<file path="src/rtl/gaussian_noise_gen_multi.sv">
// gaussian_noise_gen_multi
//   Simulated ADC noise source. Each of NSAMP samples is the sum of NSUM
//   centred uniform terms taken from independent 32-bit Galois LFSRs
//   (central-limit approximation). A runtime arithmetic shift attenuates
//   the sum, and the result is saturated to SAMP_W bits and then
//   sign-extended to OUT_W.
//   Optional macro GAUSS_SAT_CNT_EN adds sat_cnt_o, a saturating count of
//   clipped samples.
// Ports:
//   clk          clock
//   rst_n_i      async active-low reset
//   seed_i       seed applied on seed_load_i
//   seed_load_i  reseed all LFSRs and flush both pipeline stages
//   run_i        generate words while high
//   shift_i      arithmetic right shift applied to each sum
//   sim_data     sample s in [s*OUT_W +: OUT_W]
//   sim_valid    sim_data holds an unaccepted word
//   sim_ready    downstream accepts the word
//   sat_cnt_o    (GAUSS_SAT_CNT_EN only) clipped-sample count

// One sample slot: NSUM LFSRs, the stage-B sum and the stage-C output register.
module gauss_lane #(
    parameter int          SAMP_W    = 12,
    parameter int          OUT_W     = 16,
    parameter int          NSUM      = 4,
    parameter int          LANE      = 0,
    parameter logic [47:0] SEED_BASE = 48'h0
) (
    input  logic              clk,
    input  logic              rst_n_i,
    input  logic [47:0]       seed_i,
    input  logic              seed_load_i,
    input  logic              step,
    input  logic              ld_c,
    input  logic [3:0]        shift_i,
    output logic [OUT_W-1:0]  samp
`ifdef GAUSS_SAT_CNT_EN
    ,
    output logic              clip
`endif
);
    localparam int SW   = SAMP_W + $clog2(NSUM);
    localparam int MAXI = 2**(SAMP_W-1) - 1;
    localparam logic signed [SW-1:0] MAX_V = SW'(MAXI);
    localparam logic signed [SW-1:0] MIN_V = SW'(-MAXI - 1);
    // x^32 + x^22 + x^2 + x + 1, right-shifting Galois form
    localparam logic [31:0] TAPS = 32'h8020_0003;

    function automatic logic [31:0] seed_of(input logic [47:0] s, input int k);
        logic [31:0] v;
        v = s[31:0] ^ {s[47:32], 16'h0} ^ (32'(k + 1) * 32'h9E37_79B9);
        return (v == 32'h0) ? 32'h1 : v;
    endfunction

    function automatic logic [31:0] lfsr_next(input logic [31:0] x);
        return x[0] ? ((x >> 1) ^ TAPS) : (x >> 1);
    endfunction

    logic [NSUM-1:0][31:0]  lfsr;
    logic signed [SW-1:0]   sum_c, sum_b, shd;
    logic signed [SAMP_W-1:0] sat_v;
    logic                   clip_hi, clip_lo;

    // Inverting the top bit of the unsigned term is the same as subtracting 2^(SAMP_W-1).
    always_comb begin
        sum_c = '0;
        for (int j = 0; j < NSUM; j++)
            sum_c = sum_c + SW'($signed({~lfsr[j][31], lfsr[j][30:32-SAMP_W]}));
    end

    always_comb begin
        shd     = sum_b >>> shift_i;
        clip_hi = shd > MAX_V;
        clip_lo = shd < MIN_V;
        sat_v   = clip_hi ? MAX_V[SAMP_W-1:0] :
                  clip_lo ? MIN_V[SAMP_W-1:0] : shd[SAMP_W-1:0];
    end

`ifdef GAUSS_SAT_CNT_EN
    assign clip = clip_hi | clip_lo;
`endif

    always_ff @(posedge clk or negedge rst_n_i) begin
        if (!rst_n_i) begin
            for (int j = 0; j < NSUM; j++) lfsr[j] <= seed_of(SEED_BASE, LANE*NSUM + j);
        end else if (seed_load_i) begin
            for (int j = 0; j < NSUM; j++) lfsr[j] <= seed_of(seed_i, LANE*NSUM + j);
        end else if (step) begin
            for (int j = 0; j < NSUM; j++) lfsr[j] <= lfsr_next(lfsr[j]);
        end
    end

    // Only real words are loaded, so sim_data stays put while idle or flushed.
    always_ff @(posedge clk or negedge rst_n_i) begin
        if (!rst_n_i) begin
            sum_b <= '0;
            samp  <= '0;
        end else if (!seed_load_i) begin
            if (step) sum_b <= sum_c;
            if (ld_c) samp  <= OUT_W'(sat_v);
        end
    end
endmodule

module gaussian_noise_gen_multi #(
    parameter int          NSAMP     = 8,
    parameter int          SAMP_W    = 12,
    parameter int          OUT_W     = 16,
    parameter int          NSUM      = 4,
    parameter logic [47:0] SEED_BASE = 48'h0
) (
    input  logic                    clk,
    input  logic                    rst_n_i,
    input  logic [47:0]             seed_i,
    input  logic                    seed_load_i,
    input  logic                    run_i,
    input  logic [3:0]              shift_i,
    output logic [NSAMP*OUT_W-1:0]  sim_data,
    output logic                    sim_valid,
    input  logic                    sim_ready
`ifdef GAUSS_SAT_CNT_EN
    ,
    output logic [31:0]             sat_cnt_o
`endif
);
    // vld_pipe[1] = stage B valid, vld_pipe[2] = sim_valid
    logic [2:1]                   vld_pipe;
    logic                         adv, step, ld_c;
    logic [NSAMP-1:0][OUT_W-1:0]  samp;

    assign adv       = !vld_pipe[2] || sim_ready;
    assign step      = adv && run_i;
    assign ld_c      = adv && vld_pipe[1];
    assign sim_valid = vld_pipe[2];
    assign sim_data  = samp;

    always_ff @(posedge clk or negedge rst_n_i) begin
        if (!rst_n_i)         vld_pipe <= '0;
        else if (seed_load_i) vld_pipe <= '0;
        else if (adv)         vld_pipe <= {vld_pipe[1], run_i};
    end

`ifdef GAUSS_SAT_CNT_EN
    localparam int CW = $clog2(NSAMP + 1);
    logic [NSAMP-1:0] clip;
    logic [CW-1:0]    n_clip;
    logic [32:0]      cnt_sum;

    always_comb begin
        n_clip = '0;
        for (int s = 0; s < NSAMP; s++) n_clip = n_clip + CW'(clip[s]);
        cnt_sum = {1'b0, sat_cnt_o} + 33'(n_clip);
    end

    always_ff @(posedge clk or negedge rst_n_i) begin
        if (!rst_n_i)         sat_cnt_o <= '0;
        else if (seed_load_i) sat_cnt_o <= '0;
        else if (ld_c)        sat_cnt_o <= cnt_sum[32] ? 32'hFFFF_FFFF : cnt_sum[31:0];
    end
`endif

    for (genvar s = 0; s < NSAMP; s++) begin : g_lane
        gauss_lane #(
            .SAMP_W(SAMP_W), .OUT_W(OUT_W), .NSUM(NSUM), .LANE(s), .SEED_BASE(SEED_BASE)
        ) u_lane (
            .clk(clk), .rst_n_i(rst_n_i), .seed_i(seed_i), .seed_load_i(seed_load_i),
            .step(step), .ld_c(ld_c), .shift_i(shift_i), .samp(samp[s])
`ifdef GAUSS_SAT_CNT_EN
            , .clip(clip[s])
`endif
        );
    end
endmodule

</file>
<file path="config.mk">
export PLATFORM = sky130hd
export DESIGN_NAME = gaussian_noise_gen_multi
export DESIGN_NICKNAME = d
export VERILOG_FILES = /design/src/rtl/gaussian_noise_gen_multi.sv
export SDC_FILE = /design/constraint.sdc
export NUM_CORES = 2
export LEC_CHECK = 0
export CORE_MARGIN = 4
export CORE_UTILIZATION = 50
export DETAILED_ROUTE_END_ITERATION = 8
export DONT_BUFFER_PORTS = 1
export SLEW_MARGIN = 20
export SYNTH_ARGS = -nofsm -noshare
export SYNTH_HDL_FRONTEND = slang
export SYNTH_SLANG_ARGS = --single-unit
</file>
<file path="constraint.sdc">
create_clock -name clk -period 3.8 [get_ports clk]
set_input_delay 0.38 -clock clk [delete_from_list [all_inputs] [get_ports clk]]
set_output_delay 0.38 -clock clk [all_outputs]
set_load 0.1 [all_outputs]
</file>
==> implementation parameters <==
Parameter                              Value

Timing
  Worst Clk Skew    approximately 0.028 ns
  Pins Over Slew Limit    0
  Final setup violating endpoints    0
  PnR worst setup slack    0.132 ns
  Crit share post-route    between 90% and 100%
  Highest attainable clock frequency    about 0.27 GHz
  Final hold vios    0
  Sum Neg Setup Slack    0 ns
  Final critical path time including I/O delays and setup    roughly 3.7 ns
  Unrepaired setup endpoints after global routing    false
  Tightest Pin Transition    1.18 ns
  Remaining max-slew budget at the tightest pin    21.0%

Detailed routing
  Wirelength, routed    between 200000 and 250000 um
  TritonRoute pass-1 iters    8
  DR vias/cell    approximately 6.0
  Number of remaining DRC errors    0
  Detailed Route Iter0 Violations    5557
  Per-cell routed wire length    23.2 um
  Vias    54100
  Final antenna-violating net count    0

Critical path
  Slowest cell on crit path    dfstp_2
  Capture point of the worst reg-to-reg path    g_lane[5].u_lane.sum_b[11]$_DFFE_PN0P_
  Critical Path Max Stage Delay    ~0.55 ns
  Worst-path maximum fanout    3
  Cells along the critical path    inv_1 -> fa_1 -> inv_1 -> fa_1 -> ha_1 -> fa_1 -> a211oi_1 -> o21ai_0 -> a311oi_2 -> buf_4 -> xor2_1 -> o21ai_0
  Data arrival at the endpoint of the critical path    between 4 and 5 ns
  R2R setup slack    ~0.13 ns
  Data required time at the worst endpoint    roughly 4.5 ns
  Capturing element type of the critical path    flop
  Crit Reg-Reg Startpoint    g_lane[5].u_lane.lfsr[85]$_DFFE_PN1P_
  Worst Reg-to-Reg Cells    12
  Most used cell along the critical path    fa_1
  Launching element type of the critical path    flop
  Critical path class    flop to flop

Finish
  Filler Cell Count    11900
  Area used by multi-input combinational logic    31300 um2
  Ratio of cells with drive above 1 in the final layout    between 10 and 15%
  Total number of nets in the final design    ~7600
  Area Overhead vs Synth    10.4%
  Register area    roughly 32000 um2
  Fin area    73800 um2

Floorplanning
  Total die area    140000 um2
  I/O pin cnt    between 150 and 200
  Placeable core region    around 130000 um2
  Num rows    roughly 130
  Starting utilization of the core area    50.6%
  Die extent in y    between 300 and 400 um
  Die boundary width    between 300 and 400 um

Power and ir drop
  Largest voltage drop on the vdd net    around 0.00042 V
  P_leak    about 32 nW
  Overall power    53.6 mW
  Total power per unit cell area    726 nW/um2

Placed design
  IO Port Bufs    0
  Post-place instance area    between 60000 and 70000 um2
  Post-detail-place hpwl    138000 um
  Setup Slack @ Placement    roughly 0.033 ns
  Routability cong.    around 0.92

Clock network
  CTS HTree Levels    4
  Root buffer cell    clkbuf_16
  Total clock buffers created by CTS    about 140
  Clock edge transition at the registers on the reported setup and hold paths    roughly 0.06 ns
  Max clock buf depth    3
  Clock insertion delay at the later pin of the skew report    about 0.78 ns
  TritonCTS clock tree    built
  Number of sinks driven by the clock tree    roughly 1200

Global routing
  Pin count of the biggest net entering global routing    roughly 170
  Wire length of the first global-routing pass    328000 um
  Grt ovf    0
  Gr usage total    29.7%
  Antenna violations before repair    5
  Number of global-route vias before repair    52900

Worst hold path
  Min-delay src    shift_i[3]
  Destination of the worst hold path    g_lane[6].u_lane.samp[0]$_DFFE_PN0P_
  Number of cells on the worst hold path    3
  Classification of the worst-slack hold path    primary input to flop

Yosys
  FFs w/ async S/R, synth    100%
  Post-synthesis cell type count    87
  Yosys Warn Count    0
  Total nets after synthesis    ~7800
  Number of enable flip-flop cells after synthesis    0
  Sequential element share of the synthesized area    47.2%
  Number of flip-flops and latches in the synthesized netlist    1234
  Mean instance size in the synthesized netlist    about 9.0 um2
  Top_reg_cell synth    dfrtp_1
  Total standard cell area after synthesis    66900 um2
  Cells after Synth    roughly 7400

Run
  Number of max-cap violations    0

Status
  Outcome    finished, final reports clean
-- sequential cells by signal (all words and copies together) (netlist names) --
| name | flops |
|---|---|
| g_lane.u_lane.lfsr | 1024 |
| g_lane.u_lane.samp | 96 |
| g_lane.u_lane.sum_b | 112 |
| vld_pipe | 2 |
-- cells in the mapped netlist (39+ instances only) --
cell,count,share of area [%]
a211oi_1,47,0.53
a21oi_1,283,2.1
a31oi_1,877,8.2
buf_2,62,0.46
buf_4,40,0.45
clkbuf_1,435,2.4
dfrtp_1,714,27
dfstp_2,520,20
fa_1,200,6.0
ha_1,104,1.9
inv_1,442,2.5
mux2i_1,58,0.87
mux4_2,56,1.9
nand2_1,2120,12
nor2_1,372,2.1
nor3_1,39,0.29
o21ai_0,308,2.3
xnor2_1,117,1.5
xor2_1,71,0.93
-- through the flow --
step / util, % / instances / hold slack [ns]
global route: 55.9 / 9068 / 0.0470
detailed placement: 51.8 / 8753 / 0.0867
finish: 55.9 / 9069 / 0.0600
CTS: 55.8 / 9062 / 0.00185
floorplan: - / 7426 / 0.0844
global placement: 51.7 / 8747 / 0.0869
-- worst max path at each step --
stage / from / end / slack, ns
after floorplan: g_lane[0].u_lane.lfsr[21]$_DFFE_PN1P_ / g_lane[0].u_lane.sum_b[13]$_DFFE_PN0P_ / 0.35
after global placement: g_lane[0].u_lane.lfsr[21]$_DFFE_PN1P_ / g_lane[0].u_lane.sum_b[13]$_DFFE_PN0P_ / 0.008
after detailed placement: g_lane[0].u_lane.lfsr[21]$_DFFE_PN1P_ / g_lane[0].u_lane.sum_b[13]$_DFFE_PN0P_ / 0.03
after CTS: g_lane[0].u_lane.lfsr[21]$_DFFE_PN1P_ / g_lane[0].u_lane.sum_b[13]$_DFFE_PN0P_ / 0.04
after global routing: g_lane[7].u_lane.lfsr[85]$_DFFE_PN1P_ / g_lane[7].u_lane.sum_b[11]$_DFFE_PN0P_ / 0.006
final: g_lane[5].u_lane.lfsr[85]$_DFFE_PN1P_ / g_lane[5].u_lane.sum_b[11]$_DFFE_PN0P_ / 0.13
-- power breakdown --
| group | internal [mW] | leakage (nW) | switching [mW] | total [mW] |
|---|---|---|---|---|
| registers | 15.9 | 13.7 | 5.86 | 21.8 |
| clock network | 8.10 | 2.33 | 5.79 | 13.9 |
| logic | 7.34 | 16.2 | 10.6 | 18.0 |
-- layer usage --
layer | vias to the layer above | track usage, % | wire length, um
met5 | - | 0 | 0
met4 | 0 | 9.74 | 6900
li1 | 24700 | - | -
met2 | 1898 | 44.9 | 94100
met1 | 27200 | 43.6 | 94200
met3 | 361 | 5.18 | 14800
-- area by class of cell --
type,count,area share (%)
flip-flops and latches,1234,42.7
multi-input cells,5167,42.5
clock buffers,202,5.50
repair buffers,203,3.18
well taps,1755,2.97
inverters,445,2.27
clock inverters,59,0.858
diodes,4,0.0136
-- cells in the final DEF, fill, tap and decap left out, types with 143 or more instances in the layout --
cell type  instances
o21ai_0          307
a31oi_1          877
nand2_1         2118
dfstp_2          520
nor2_1           353
a21oi_1          283
clkbuf_16        143
fa_1             199
dfrtp_1          706
inv_1            441
-- timing repair --
action / in CTS / in global routing
hold endpoints to repair: 634 / 29
hold buffers: 48 / 2
buffers inserted: 0 / 0
resized for setup: 0 / 8
setup endpoints to repair: 0 / 9
-- logic make-up after synthesis --
logic type / count (synthesis) / share of synthesized area [%]
DFF: 1234 / 47.2
muxes: 158 / 3.72
and+or+nand+nor: 2748 / 16.4
AOI/OAI and AO/OA: 1766 / 16.1
xor gates and xnor gates: 191 / 2.54
buffers and inverters: 1025 / 6.16
adders and majority gates: 304 / 7.93
-- worst max-delay path, delay by kind of cell (launching register included) --
kind            cells  cell delay [ns]
flops               1             0.55
xor+xnor            1             0.16
compound gates      4             0.95
fa+ha+maj           4             1.63
buf+inv             3             0.26
(Power assumes the default switching activity.)
